<file path="src/rtl/ps2_pkg.sv">
// Shared PS/2 receiver types and frame constants.
package ps2_pkg;

    typedef enum logic [1:0] {
        IDLE,
        DATA,
        PARITY,
        STOP
    } ps2_state_e;

    localparam int   DATA_BITS = 8;
    localparam logic START_BIT = 1'b0;
    localparam logic STOP_BIT  = 1'b1;

    // Odd parity: the data byte plus its parity bit must hold an odd number of ones.
    function automatic logic odd_parity_ok(input logic [DATA_BITS-1:0] data, input logic parity);
        return ^{data, parity};
    endfunction

endpackage

</file>
<file path="src/rtl/ps2_line_filter.sv">
// Two-flop synchronizer plus a level filter that needs FILTER_LEN equal samples to switch.
module ps2_line_filter #(
    parameter int FILTER_LEN = 8
) (
    input  logic ps2_clk,
    input  logic rst_n,
    input  logic i_line,
    output logic o_level
);

    localparam int CW = (FILTER_LEN > 1) ? $clog2(FILTER_LEN) : 1;

    logic [1:0]    r_sync;
    logic [CW-1:0] r_cnt;
    logic          r_level;

    // NOTE: sequential state uses <= so every flop samples pre-edge values.
    // NOTE: all flops reset to the idle line level (1) so no false edge appears on release.
    always_ff @(posedge ps2_clk or negedge rst_n) begin
        if (!rst_n) begin
            r_sync  <= 2'b11;
            r_cnt   <= '0;
            r_level <= 1'b1;
        end else begin
            r_sync <= {r_sync[0], i_line};
            if (r_sync[1] == r_level) begin
                r_cnt <= '0;
            end else if (r_cnt == CW'(FILTER_LEN - 1)) begin
                r_level <= r_sync[1];
                r_cnt   <= '0;
            end else begin
                r_cnt <= r_cnt + 1'b1;
            end
        end
    end

    assign o_level = r_level;

endmodule

</file>
<file path="src/rtl/ps2_rx.sv">
// PS/2 device-to-host frame receiver: filtered lines, frame FSM, inactivity timeout.
// Define PS2_RX_PARITY_CHECK_EN to drop bytes whose odd parity fails.
module ps2_rx
    import ps2_pkg::*;
#(
    parameter int FILTER_LEN     = 8,
    parameter int TIMEOUT_CYCLES = 100000
) (
    input  logic       ps2_clk,
    input  logic       rst_n,
    input  logic       ps2_line_clk_i,
    input  logic       ps2_line_data_i,
    output logic [7:0] ps2_key_data_o,
    output logic       ps2_key_data_en_o,
    output logic       ps2_frame_err_o
);

    localparam int TW = $clog2(TIMEOUT_CYCLES + 1);

    logic w_clk_f;
    logic w_data_f;
    logic w_fall;
    logic w_to_hit;
    logic w_parity_ok;

    logic                 r_clk_prev;
    ps2_state_e           r_state,    w_state_nxt;
    logic [2:0]           r_bit_cnt,  w_bit_cnt_nxt;
    logic [DATA_BITS-1:0] r_shift,    w_shift_nxt;
    logic [TW-1:0]        r_to_cnt,   w_to_cnt_nxt;
    logic [7:0]           r_key_data, w_key_data_nxt;
    logic                 r_en,       w_en_nxt;
    logic                 r_err,      w_err_nxt;

    ps2_line_filter #(.FILTER_LEN(FILTER_LEN)) u_clk_filter (
        .ps2_clk (ps2_clk),
        .rst_n   (rst_n),
        .i_line  (ps2_line_clk_i),
        .o_level (w_clk_f)
    );

    ps2_line_filter #(.FILTER_LEN(FILTER_LEN)) u_data_filter (
        .ps2_clk (ps2_clk),
        .rst_n   (rst_n),
        .i_line  (ps2_line_data_i),
        .o_level (w_data_f)
    );

    assign w_fall   = r_clk_prev & ~w_clk_f;
    assign w_to_hit = (r_state != IDLE) && !w_fall && (r_to_cnt == TW'(TIMEOUT_CYCLES - 1));

`ifdef PS2_RX_PARITY_CHECK_EN
    logic r_parity;

    always_ff @(posedge ps2_clk or negedge rst_n) begin
        if (!rst_n) begin
            r_parity <= 1'b0;
        end else if (w_fall && r_state == PARITY) begin
            r_parity <= w_data_f;
        end
    end

    assign w_parity_ok = odd_parity_ok(r_shift, r_parity);
`else
    // The parity bit is still clocked through the PARITY state, just never judged.
    assign w_parity_ok = 1'b1;
`endif

    // NOTE: every output of this block gets a default first, so no latch is inferred.
    always_comb begin
        w_state_nxt    = r_state;
        w_bit_cnt_nxt  = r_bit_cnt;
        w_shift_nxt    = r_shift;
        w_key_data_nxt = r_key_data;
        w_en_nxt       = 1'b0;
        w_err_nxt      = 1'b0;

        if (r_state == IDLE || w_fall) begin
            w_to_cnt_nxt = '0;
        end else if (r_to_cnt != TW'(TIMEOUT_CYCLES)) begin
            w_to_cnt_nxt = r_to_cnt + 1'b1;
        end else begin
            w_to_cnt_nxt = r_to_cnt;
        end

        if (w_to_hit) begin
            w_state_nxt  = IDLE;
            w_to_cnt_nxt = '0;
            w_err_nxt    = 1'b1;
        end else if (w_fall) begin
            unique case (r_state)
                IDLE: begin
                    if (w_data_f == START_BIT) begin
                        w_state_nxt   = DATA;
                        w_bit_cnt_nxt = '0;
                    end
                end
                DATA: begin
                    w_shift_nxt   = {w_data_f, r_shift[DATA_BITS-1:1]};
                    w_bit_cnt_nxt = r_bit_cnt + 1'b1;
                    if (r_bit_cnt == 3'(DATA_BITS - 1)) begin
                        w_state_nxt = PARITY;
                    end
                end
                PARITY: w_state_nxt = STOP;
                STOP: begin
                    w_state_nxt = IDLE;
                    if (w_data_f == STOP_BIT && w_parity_ok) begin
                        w_key_data_nxt = r_shift;
                        w_en_nxt       = 1'b1;
                    end else begin
                        w_err_nxt = 1'b1;
                    end
                end
                default: w_state_nxt = IDLE;
            endcase
        end
    end

    always_ff @(posedge ps2_clk or negedge rst_n) begin
        if (!rst_n) begin
            r_clk_prev <= 1'b1;
            r_state    <= IDLE;
            r_bit_cnt  <= '0;
            r_shift    <= '0;
            r_to_cnt   <= '0;
            r_key_data <= 8'h00;
            r_en       <= 1'b0;
            r_err      <= 1'b0;
        end else begin
            r_clk_prev <= w_clk_f;
            r_state    <= w_state_nxt;
            r_bit_cnt  <= w_bit_cnt_nxt;
            r_shift    <= w_shift_nxt;
            r_to_cnt   <= w_to_cnt_nxt;
            r_key_data <= w_key_data_nxt;
            r_en       <= w_en_nxt;
            r_err      <= w_err_nxt;
        end
    end

    assign ps2_key_data_o    = r_key_data;
    assign ps2_key_data_en_o = r_en;
    assign ps2_frame_err_o   = r_err;

endmodule

</file>
<file path="config.mk">
export PLATFORM = sky130hd
export DESIGN_NAME = ps2_rx
export DESIGN_NICKNAME = d
export VERILOG_FILES = /design/src/rtl/ps2_pkg.sv /design/src/rtl/ps2_line_filter.sv /design/src/rtl/ps2_rx.sv
export SDC_FILE = /design/constraint.sdc
export NUM_CORES = 1
export LEC_CHECK = 0
export CORE_UTILIZATION = 46
export CTS_CLUSTER_SIZE = 14
export DETAILED_ROUTE_END_ITERATION = 7
export GPL_TIMING_DRIVEN = 1
export PLACE_DENSITY = 0.67
export SYNTH_ARGS = -nofsm -noshare
export SYNTH_HDL_FRONTEND = slang
export SYNTH_SLANG_ARGS = --single-unit
</file>
<file path="constraint.sdc">
create_clock -name ps2_clk -period 1.56 [get_ports ps2_clk]
set_input_delay 0.312 -clock ps2_clk [delete_from_list [all_inputs] [get_ports ps2_clk]]
set_output_delay 0.312 -clock ps2_clk [all_outputs]
set_load 0.005 [all_outputs]
</file>
# [After elaboration in Yosys (flattened, before gate mapping)]
# Index checks and enable logic that the tools add are counted.
[word_totals] reg_bits=53 latchBits=0 ramBits=0 romBits=0 inputBits=4 word_cells=73 n_memories=0
[classes] addsub=4 multipliers=0 div=0 order_cmp=0 n_eq_ne=13 shift=0 muxes=22 n_bitwise=5 n_reduce_logical=15
[ops] op="17-bit two-way mux" n=3
[ops] op="17-bit by 1-bit adder with 17-bit output, second input constant" n=1
[ops] op="17-bit equality test, second input constant" n=1
[ops] op="17-bit != test, second input constant" n=1
[ops] op="3-bit two-way mux" n=5
[ops] op="3-bit by 1-bit adder with 3-bit output, second input constant" n=3
[ops] op="3-bit equality test, second input constant" n=3
[ops] op="1-bit two-way mux" n=8
[ops] op="2-bit two-way mux" n=4
[ops] op="2-bit case mux with 4 select lines" n=1
[ops] op="4-bit AND reduction" n=2
[ops] op="3-bit != test, second input constant" n=2
[ops] op="3-bit case mux with 2 select lines" n=1
[ops] op="3-bit AND reduction" n=2
[ops] op="2-bit nonzero test" n=3
[ops] op="2-bit equality test, second input constant" n=2
[ops] op="1-bit NOT" n=4
[ops] op="2-bit AND reduction" n=2
[ops] op="3-bit nonzero test" n=1
[ops] op="1-bit equality test" n=2
[ops] op="2-bit by 1-bit equality test with 1-bit output, second input constant" n=1
[ops] op="1-bit logical AND" n=2
[ops] op="2-bit zero test" n=1
[ops] op="2-bit != test, second input constant" n=1
[ops] op="other kinds (3)" n=3

# [Longest topological paths before layout]
[logic_depth] word_depth=7 ltp_mapped=6 ltp_nobuf=6

# [Hierarchy]
# Synthesis repeated with hierarchy kept, for this count alone.
[unflattened] hier_cells=205 area_unflattened_um2=2458.6
[modules_own_cells] mod="ps2_rx" n_inst=1 cells_per_inst=179 area_each_um2=2010.7 seq_area_each_um2=1027.2
[modules_own_cells] mod="ps2_line_filter" n_inst=2 cells_per_inst=13 area_each_um2=224.0 seq_area_each_um2=153.9

# [Least setup slack after synthesis]
# OpenSTA, ideal clock, no wires.
[synth_timing] kind="flip-flop to flip-flop" start="reg r_to_cnt[11]" end="reg r_to_cnt[0]" setup_ns=0.135 t_arrival_ns=1.544 required_time_ns=1.425 slack_ns=-0.120 path_stages_with_launch=5 path_cell_list="dfrtp_1 > or4_1 > or3_1 > nor3_1 > nor3_2"
[synth_via] elab_chain_len=3 elab_cells_between_ends=5 classes_between="2 x eq/ne; 1 x mux; 2 x reduce/logical"
[synth_rtl] item="from (decl)" line="ps2_rx.sv:30" rtl="logic [TW-1:0] r_to_cnt, w_to_cnt_nxt;"
[synth_rtl] item="from (signal assigned)" line="ps2_rx.sv:135" rtl="r_to_cnt <= w_to_cnt_nxt;"
[synth_rtl] item="17-bit equality test" line="ps2_rx.sv:50" rtl="assign w_to_hit = (r_state != IDLE) && !w_fall && (r_to_cnt == TW'(TIMEOUT_CYCLES - 1));"
[synth_rtl] item="1-bit logical AND" line="ps2_rx.sv:50"
[synth_rtl] item="3-bit nonzero test (no line) / 17-bit two-way mux (equally long branches)"
# Several ways; a longest one is shown, not always the timed one.
# A chain may end at the register's enable or synchronous reset.

# [Final worst setup path]
[layout_timing] start="reg r_to_cnt[13]" end="reg r_to_cnt[0]"
# The elaborated chain is that of the path after synthesis.

==> flow_metrics.tcl <==
set metrics [dict create \
    cts-root-buf "clkbuf_8" \
    postRouteAntennaNets 0 \
    io_pins 14 \
    synth_enable_flop_cells 0 \
    post-place-ws_ns -0.0819 \
    grt_max_degree 23 \
    drc_errors 0 \
    status "complete, but fails checks" \
    synth_seq_area_share_pct 54.2 \
    cp_data_required_time_ns 1.81 \
    cts_made_buffers 5 \
    wl_per_cell_um 14.2 \
    utilization_pct 62.8 \
    initial_utilization_pct 47.9 \
    grt_remaining_overflow 0 \
    peakVddDrop_mv 0.806 \
    clock-sinks 53 \
    row_count 26 \
    fin_crit_ns 1.65 \
    synth_fp_nets 232 \
    antenna_found_initial 0 \
    power_frac_clock_pct 20.7 \
    power_frac_seq_pct 44.0 \
    async_reset_ff_share_pct 100 \
    drt-total-wl_mm 4.87 \
    n_antenna_cell 0 \
    final-setup-viol-count 17 \
    p_comb_share_pct 35.3 \
    cp-start-kind "flop" \
    areaGrowthSynthToFinish_pct 31.1 \
    netlist_area_um2 2460 \
    grt_pass1_vias 1700 \
    fin_crit_sh_pct 106 \
    tns_ns -0.709 \
    hold_path_class "flop to flop" \
    die_h_um 75.1 \
    num_vias 1734 \
    die_area_um2 5650 \
    cap_violations 0 \
    violations "negative setup slack" \
    cts_tree "yes" \
    avgSynthCellArea_um2 11.4 \
    synth_warnings 0 \
    clock_skew_ns 0.00757 \
    grt_pass1_wl_mm 8.06 \
    max_freq_mhz 607 \
    arrival_ns 1.89 \
    critPathKind "flop to flop" \
    dieWidth_um 75.1 \
    slowest_stage "or4bb_1" \
    finalNetCount 287 \
    vias_per_cell 5.07 \
    p_sw_mw 1.38 \
    cts_buffer_depth 2 \
    worstSetupEndpointType "flop" \
    gr-usage-all-layers_pct 19.3 \
    relSlewSlack_pct 65.7 \
    synthFlopType "dfrtp_1" \
    core_um2 5140 \
    cp_max_fo 3 \
    cts_max_level 2 \
    drive_above_1_share_pct 36.4 \
    setup_slack_ns -0.0869 \
    place_area_um2 2920 \
    hold_viol_final 0 \
    final_common_cell "dfrtp_1" \
    r2r_slack_ns -0.09 \
    synth.distinct_cells 41 \
    tightest_slew_ns 0.514 \
    ys_ff_latch 53 \
    first_pass_iters 4 \
    p_per_area_nw_per_um2 1230 \
    cp_slowest_stage_delay_ns 0.50 \
    leakage_nw 1.44 \
    slew_viol_final 0 \
    swShare_pct 34.6 \
    layout_common_cells "46 x dfrtp_1, 35 x buf_4, 16 x mux2_2" \
    path_cells "or4bb_1, or3_4, o21a_1, nor3_2" \
    power.internal_mw 2.61 \
    final_area_um2 3230 \
    drt_iter0_drc 80 \
    dp_hpwl_mm 3.21 \
    io_buffers 13 \
    insertion_delay_ns 0.32 \
    rsz0062_at_grt "true" \
    syn_inst 216 \
    place_congestion 0.845 \
    path_clk_slew_ns 0.10 \
]
[cells by family after synthesis]
| group | synth area share [%] |
|---|---|
| and+or+nand+nor | 18.1 |
| muxes | 8.13 |
| xor gates and xnor gates | 6.05 |
| adders and majority gates | 6.10 |
| DFF | 54.2 |
| AOI/OAI and AO/OA | 4.58 |
| buffers and inverters | 2.80 |
[metal layers]
metal  global-route usage [%]  share of wire [%]
met1                     26.5                 48
met2                     30.8                 49
met3                     4.02                2.1
met4                     6.79                1.5
met5                        0                  0
[flip-flops by register name, indices dropped and copies added (netlist names)]
signal                 cells
r_to_cnt                  17
ps2_key_data_o             8
r_shift                    8
r_bit_cnt                  3
u_clk_filter.r_cnt         3
u_data_filter.r_cnt        3
r_state                    2
u_clk_filter.r_sync        2
u_data_filter.r_sync       2
ps2_frame_err_o            1
ps2_key_data_en_o          1
r_clk_prev                 1
u_clk_filter.o_level       1
u_data_filter.o_level      1
[final timing paths]
kind | end | start | cells after the start
setup reg to reg | r_to_cnt[0]$_DFFE_PN0P_ | r_to_cnt[13]$_DFFE_PN0P_ | 4
min in group asynchronous | ps2_key_data_o[5]$_DFFE_PN0P_ | rst_n | 2
setup / recovery | r_to_cnt[0]$_DFFE_PN0P_ | r_to_cnt[13]$_DFFE_PN0P_ | 4
hold reg to reg | u_data_filter.r_sync[1]$_DFF_PN1_ | u_data_filter.r_sync[0]$_DFF_PN1_ | 0
max in group asynchronous | r_clk_prev$_DFF_PN1_ | rst_n | 3
hold / removal | u_data_filter.r_sync[1]$_DFF_PN1_ | u_data_filter.r_sync[0]$_DFF_PN1_ | 0
[critical path: cells and delay by family, from the launching register on]
| kind | cells | cell delay (ns) |
|---|---|---|
| AND/OR/NAND/NOR | 3 | 0.99 |
| flip-flops | 1 | 0.41 |
| AO/OA/AOI/OAI | 1 | 0.18 |
[per-stage QoR]
| step | power (mW) | hold slack, ns | cells |
|---|---|---|---|
| 6_report | 3.98 | 0.364 | 342 |
| 5_1_grt | 4.23 | 0.369 | 342 |
| 4_1_cts | 3.78 | 0.364 | 335 |
| 3_5_place_dp | 2.92 | 0.307 | 323 |
| 3_3_place_gp | 2.88 | 0.309 | 323 |
| 2_1_floorplan | 2.45 | 0.0164 | 216 |
[power by group through the flow]
stage	registers [mW]	clock network, mW	logic [mW]
after floorplan	1.74	0	0.705
after global placement	1.76	0	1.12
after detailed placement	1.77	0	1.15
after CTS	1.74	0.852	1.18
after global routing	1.79	0.899	1.55
final	1.75	0.826	1.40
[synthesized netlist by cell type (all sizes together), types with 4 or more instances]
cell | n | area share, %
clkbuf | 4 | 0.61
dfrtp | 46 | 47
dfstp | 7 | 7.5
ha | 12 | 6.1
inv | 11 | 1.7
mux2 | 16 | 7.3
nand2 | 9 | 1.4
nand3 | 13 | 2.6
nand4 | 6 | 1.5
nor2 | 17 | 2.6
nor3 | 9 | 2.0
nor4 | 6 | 1.5
o21ai | 8 | 1.6
xnor2 | 12 | 4.3
xor2 | 5 | 1.8
[final cells by class]
class	instances	area, µm²
sequential	53	1340
inverter	11	41.3
fill	431	1910
timing repair buffer	54	472
clock inverter	3	26.3
multi-input combinational	146	1200
tap	70	87.6
clock buffer	5	68.8
[repair_timing]
item / CTS / global route
pin swaps: 2 / 9
hold endpoints to repair: 13 / 0
endpoints found under the setup margin: 5 / 37
hold buffers: 1 / 0
gates resized for setup: 3 / 28
buffers inserted: 3 / 7
Note: power is estimated with default switching activity, not from simulation.
